--- config.mk ---
export PLATFORM = sky130hd
export DESIGN_NAME = aes_128_keysched_ctrl
export DESIGN_NICKNAME = d
export VERILOG_FILES = /design/src/rtl/aes_128_keysched_ctrl.sv
export SDC_FILE = /design/constraint.sdc
export NUM_CORES = 1
export LEC_CHECK = 0
export ABC_AREA = 1
export CORE_MARGIN = 5
export CORE_UTILIZATION = 55
export CTS_CLUSTER_SIZE = 8
export DETAILED_ROUTE_END_ITERATION = 8
export PLACE_DENSITY = 0.91
export RECOVER_POWER = 50
export SYNTH_ARGS = -nofsm -noshare
export SYNTH_HDL_FRONTEND = slang
export SYNTH_SLANG_ARGS = --single-unit
--- constraint.sdc ---
create_clock -name clk -period 3.2 [get_ports clk]
set_input_delay 0.48 -clock clk [delete_from_list [all_inputs] [get_ports clk]]
set_output_delay 0.48 -clock clk [all_outputs]
set_load 0.01 [all_outputs]
--- src/rtl/aes_128_keysched_ctrl.sv ---
// aes_128_keysched_ctrl: AES-128 key-expansion sequencer.
// Accepts a cipher key over a valid/accept handshake and computes the 11 round keys.
// One round takes 5 cycles, and SubWord uses an external 2-cycle S-box BRAM.
// Each round key is written to the key RAM as two 64-bit halves.
// Optional feature: define AES_KEYSCHED_SAME_KEY_SKIP_EN to skip re-expanding a key
// that is already fully expanded and stored.
module aes_128_keysched_ctrl (
    input  logic         clk,
    input  logic         kill,
    input  logic [127:0] key_in,
    input  logic         key_valid,
    output logic         key_accept,
    input  logic         core_idle,
    output logic         sbox_en,
    output logic [31:0]  sbox_addr,
    input  logic [31:0]  sbox_data,
    output logic         keyram_en_wr,
    output logic [63:0]  keyram_wr_data,
    output logic [3:0]   round_idx,
    output logic         key_ready,
    output logic         busy
);

    localparam int unsigned KEY_W  = 128;
    localparam int unsigned WORD_W = 32;
    localparam int unsigned HALF_W = 64;
    localparam int unsigned RIDX_W = 4;
    localparam int unsigned BYTE_W = 8;

    localparam logic [RIDX_W-1:0] LAST_ROUND = RIDX_W'(10);
    localparam logic [BYTE_W-1:0] RCON_INIT  = 8'h01;
    localparam logic [BYTE_W-1:0] RCON_POLY  = 8'h1b;

    typedef enum logic [2:0] {
        S_IDLE = 3'd0,
        S_WAIT = 3'd1,
        S_WR_H = 3'd2,
        S_WR_L = 3'd3,
        S_SUB  = 3'd4,
        S_LAT  = 3'd5,
        S_EXP  = 3'd6
    } state_t;

    state_t              state;
    logic [KEY_W-1:0]    work_key;
    logic [BYTE_W-1:0]   rcon;

    logic [WORD_W-1:0]   w0, w1, w2, w3;
    logic [WORD_W-1:0]   t_word;
    logic [WORD_W-1:0]   n0, n1, n2, n3;
    logic [BYTE_W-1:0]   rcon_next;
    logic [WORD_W-1:0]   rot_w3;
    logic                same_key;

`ifdef AES_KEYSCHED_SAME_KEY_SKIP_EN
    logic [KEY_W-1:0]    last_key;

    // Offered key is already fully expanded in the key RAM
    always_comb begin
        same_key = 1'b0;
        if (key_ready && (key_in == last_key)) begin
            same_key = 1'b1;
        end
    end
`else
    // Without the skip feature every accepted key is expanded
    always_comb begin
        same_key = 1'b0;
    end
`endif

    // Split the working key into words and compute the next round's words
    always_comb begin
        w0        = work_key[KEY_W-1 -: WORD_W];
        w1        = work_key[KEY_W-1-WORD_W -: WORD_W];
        w2        = work_key[KEY_W-1-2*WORD_W -: WORD_W];
        w3        = work_key[WORD_W-1:0];
        rot_w3    = {w3[WORD_W-9:0], w3[WORD_W-1 -: BYTE_W]};
        t_word    = sbox_data ^ {rcon, 24'h000000};
        n0        = w0 ^ t_word;
        n1        = w1 ^ n0;
        n2        = w2 ^ n1;
        n3        = w3 ^ n2;
        rcon_next = {rcon[BYTE_W-2:0], 1'b0} ^ (rcon[BYTE_W-1] ? RCON_POLY : 8'h00);
    end

    // Sequencer: state, working key, rcon and all registered outputs
    always_ff @(posedge clk or negedge kill) begin
        if (!kill) begin
            state          <= S_IDLE;
            work_key       <= '0;
            rcon           <= RCON_INIT;
            round_idx      <= '0;
            key_ready      <= 1'b0;
            busy           <= 1'b0;
            key_accept     <= 1'b1;
            keyram_en_wr   <= 1'b0;
            keyram_wr_data <= '0;
            sbox_en        <= 1'b0;
            sbox_addr      <= '0;
`ifdef AES_KEYSCHED_SAME_KEY_SKIP_EN
            last_key       <= '0;
`endif
        end else begin
            keyram_en_wr <= 1'b0;
            sbox_en      <= 1'b0;
            case (state)
                S_IDLE: begin
                    if (key_valid && key_accept && !same_key) begin
                        state      <= S_WAIT;
                        work_key   <= key_in;
                        round_idx  <= '0;
                        rcon       <= RCON_INIT;
                        key_ready  <= 1'b0;
                        busy       <= 1'b1;
                        key_accept <= 1'b0;
                    end
                end
                S_WAIT: begin
                    if (core_idle) begin
                        state          <= S_WR_H;
                        keyram_en_wr   <= 1'b1;
                        keyram_wr_data <= {w0, w1};
                    end
                end
                S_WR_H: begin
                    state          <= S_WR_L;
                    keyram_en_wr   <= 1'b1;
                    keyram_wr_data <= {w2, w3};
                end
                S_WR_L: begin
                    if (round_idx == LAST_ROUND) begin
                        state      <= S_IDLE;
                        key_ready  <= 1'b1;
                        busy       <= 1'b0;
                        key_accept <= 1'b1;
`ifdef AES_KEYSCHED_SAME_KEY_SKIP_EN
                        last_key   <= work_key;
`endif
                    end else begin
                        state     <= S_SUB;
                        sbox_en   <= 1'b1;
                        sbox_addr <= rot_w3;
                    end
                end
                S_SUB: begin
                    state <= S_LAT;
                end
                S_LAT: begin
                    state <= S_EXP;
                end
                S_EXP: begin
                    state          <= S_WR_H;
                    work_key       <= {n0, n1, n2, n3};
                    round_idx      <= round_idx + RIDX_W'(1);
                    rcon           <= rcon_next;
                    keyram_en_wr   <= 1'b1;
                    keyram_wr_data <= {n0, n1};
                end
                default: begin
                    state      <= S_IDLE;
                    busy       <= 1'b0;
                    key_accept <= 1'b1;
                end
            endcase
        end
    end

    // HALF_W documents the key RAM word size used by keyram_wr_data
    localparam int unsigned KEYRAM_HALVES = KEY_W / HALF_W;
    if (KEYRAM_HALVES != 2) begin : g_bad_split
        $error("key must split into two key RAM words");
    end

endmodule

==> results_dict.tcl <==
set metrics [dict create \
    outcome "finished with violations" \
    violations "max-capacitance violations, max-slew violations" \
    dr.first_iter.drc_count 1149 \
    gp_congestion 0.8654 \
    final_cell_mix "nand2_1 (502), dfrtp_1 (242), clkdlybuf4s50_1 (218)" \
    maxCapViolations 2 \
    num_io_pins 269 \
    cp_slowest_cell "clkbuf_2" \
    syn_nets 1779 \
    synthDistinctLibCells 26 \
    netlist_area_um2 12650 \
    drive_gt1_share_pct 3.953 \
    post-route-min-period_ns 2.528 \
    die_width_um 161.7 \
    die_y_um 161.7 \
    slew_headroom_pct -31.44 \
    cts_tree "yes" \
    via_count 12700 \
    fin_nets 2027 \
    rsz0062_at_grt "no" \
    firstDrtPassIters 5 \
    coreArea_um2 22640 \
    vias_per_cell 5.885 \
    grt_overflow 0 \
    wl_met1_um 14990 \
    wl_um 39780 \
    cts_root_buffer "clkbuf_16" \
    htree_levels 2 \
    period_share_pct 79.01 \
    die-area_um2 26140 \
    clock_skew_ns 0.01416 \
    grt_max_degree 126 \
    internal-power_mw 9.826 \
    cp_data_arrival_time_ns 2.90 \
    p_leak_nw 7.740 \
    placed_cells 2103 \
    required_ns 3.57 \
    path_cells "ha_1 -> nand2_1 -> inv_1 -> nand2_2 -> clkbuf_2 -> nand2_1 -> o21ai_0" \
    rows 55 \
    final-seq-area_um2 6108 \
    cpLargestDelayFamily "buffers and inverters" \
    whs_ns 0.4762 \
    fmax_mhz 395.5 \
    port_buffers 268 \
    cp-start-kind "register" \
    antenna_found_initial 1 \
    finalSetupViolations 0 \
    ys_seq_area_share_pct 48.27 \
    cts_buffers 36 \
    cp-end-kind "register" \
    postRouteAntennaNets 0 \
    cts_num_sinks 244 \
    powerDensity_nw_per_um2 1020 \
    fill_cells 1602 \
    p_comb_share_pct 47.2 \
    reg2reg_slack_ns 0.67 \
    hold_path.class "register to register" \
    dr.max_layer_used "met5" \
    drcViolationCount 0 \
    crit_type "register to register" \
    cpMostUsedCell "nand2_1" \
    drv_slew 143 \
    hpwl_um 25430 \
    grt_pass1_vias 12990 \
    ir_drop_v 0.0005371 \
    postCtsSetupBuffers 0 \
    fin_setup_tns_ns 0 \
    ys.warnings.count 0 \
    synth_seq_cells 244 \
    cts_resized 0 \
    wl_per_cell_um 18.43 \
    synth.avg_cell_area_um2 7.865 \
    area_growth_pct 31.36 \
    clk_pin_slew_ns 0.05 \
    switching_share_pct 42.07 \
    dr_wl_met2_um 19340 \
    routed-wl-met3_um 3974 \
    multi_input_area_um2 5665 \
    p_switching_mw 7.136 \
    synth_cells 1609 \
    grt_pass1_wl_um 64780 \
    critical_path.max_fanout 66 \
    tightest_slew_ns 1.972 \
    cts_hold_buf 1 \
    layout_commonest_cell "nand2_1" \
    grt_use_total_pct 30.24 \
    final_hold_viol_count 0 \
    p_seq_share_pct 32.1 \
    clock_power_share_pct 20.7 \
    insertion_delay_ns 0.50 \
    crit_buf_inv 2 \
    stdcell_count 2158 \
    clk_path_buf_depth 3 \
    initial_core_util_pct 55.89 \
    max_stage_delay_ns 1.14 \
]
## worst reg2reg max path, stage by stage, from the launching register on
cell,delay [ns]
dfrtp_1,0.43
ha_1,0.23
nand2_1,0.09
inv_1,0.06
nand2_2,0.08
clkbuf_2,1.14
nand2_1,0.19
o21ai_0,0.18
## sequential cells by signal, indices dropped and copies added, names as in the netlist
signal / count
keyram_wr_data: 64
rcon: 8
state: 3
key_accept: 1
work_key: 128
round_idx: 4
busy: 1
keyram_en_wr: 1
sbox_addr: 32
key_ready: 1
sbox_en: 1
## cells by family after synthesis
kind of cell / count (synthesis) / synth area share (%)
simple gates: 769 / 24.40
compound gates: 281 / 13.92
flops: 244 / 48.27
buf+inv: 229 / 7.277
xor+xnor: 80 / 5.537
fa+ha+maj: 6 / 0.5932
## Yosys cell counts (all sizes together)
cell | instances | area [um^2]
a21oi | 54 | 270.3
xor2 | 52 | 455.4
nor2 | 115 | 434.2
nand4 | 1 | 6.260
o21ai | 102 | 510.5
inv | 152 | 570.6
o211ai | 2 | 15.01
nand3 | 145 | 725.7
dfstp | 2 | 52.55
a22oi | 51 | 382.9
a41oi | 40 | 350.3
a211oi | 1 | 7.510
o22ai | 6 | 37.54
dfrtp | 242 | 6056
clkbuf | 25 | 93.84
o21a | 1 | 7.510
buf | 52 | 256.5
xnor2 | 28 | 245.2
nand2 | 504 | 1892
o21bai | 24 | 180.2
nand3b | 4 | 30.03
ha | 6 | 75.07
## per-layer routing
metal,up-vias,global-route usage (%)
li1,5752,-
met5,-,0
met3,118,6.470
met1,6078,37.56
met2,750,51.70
met4,2,12.50
## final timing paths
check,startpoint,endpoint,depth (start not counted)
max in group asynchronous,kill,work_key[12],3
min in group asynchronous,kill,work_key[31],2
hold reg to reg,sbox_addr[7],sbox_addr[7],2
setup / recovery,state[0],sbox_addr[16],7
setup reg to reg,state[0],sbox_addr[16],7
hold / removal,sbox_addr[7],sbox_addr[7],2
## power groups by stage
stage / clock (mW) / sequential (mW) / combinational, mW
2_1_floorplan: 0 / 5.50 / 4.66
3_3_place_gp: 0 / 5.37 / 7.64
3_5_place_dp: 0 / 5.42 / 7.99
4_1_cts: 3.56 / 5.42 / 8.08
5_1_grt: 3.70 / 5.58 / 8.85
6_report: 3.52 / 5.44 / 8.00
## final cells by class
type / instances / share of cell area, %
diodes: 1 / 0.01505
clock buffers: 50 / 5.863
clock inverters: 3 / 0.2860
inverters: 152 / 3.447
multi-input cells: 1136 / 34.08
flip-flops and latches: 244 / 36.75
well taps: 285 / 2.145
repair buffers: 287 / 17.42
## through the flow
step	cell area (um^2)	power, mW	setup slack (ns)	utilization, %
after floorplan	12650	10.16	1.544	-
after global routing	16620	18.13	0.3803	73.41
final	16620	16.96	0.6718	73.42
after global placement	15600	13.01	0.8726	68.91
after detailed placement	15600	13.41	0.7386	68.91
after CTS	16630	17.05	0.7604	73.47
Note: power is estimated with default switching activity, not from simulation.
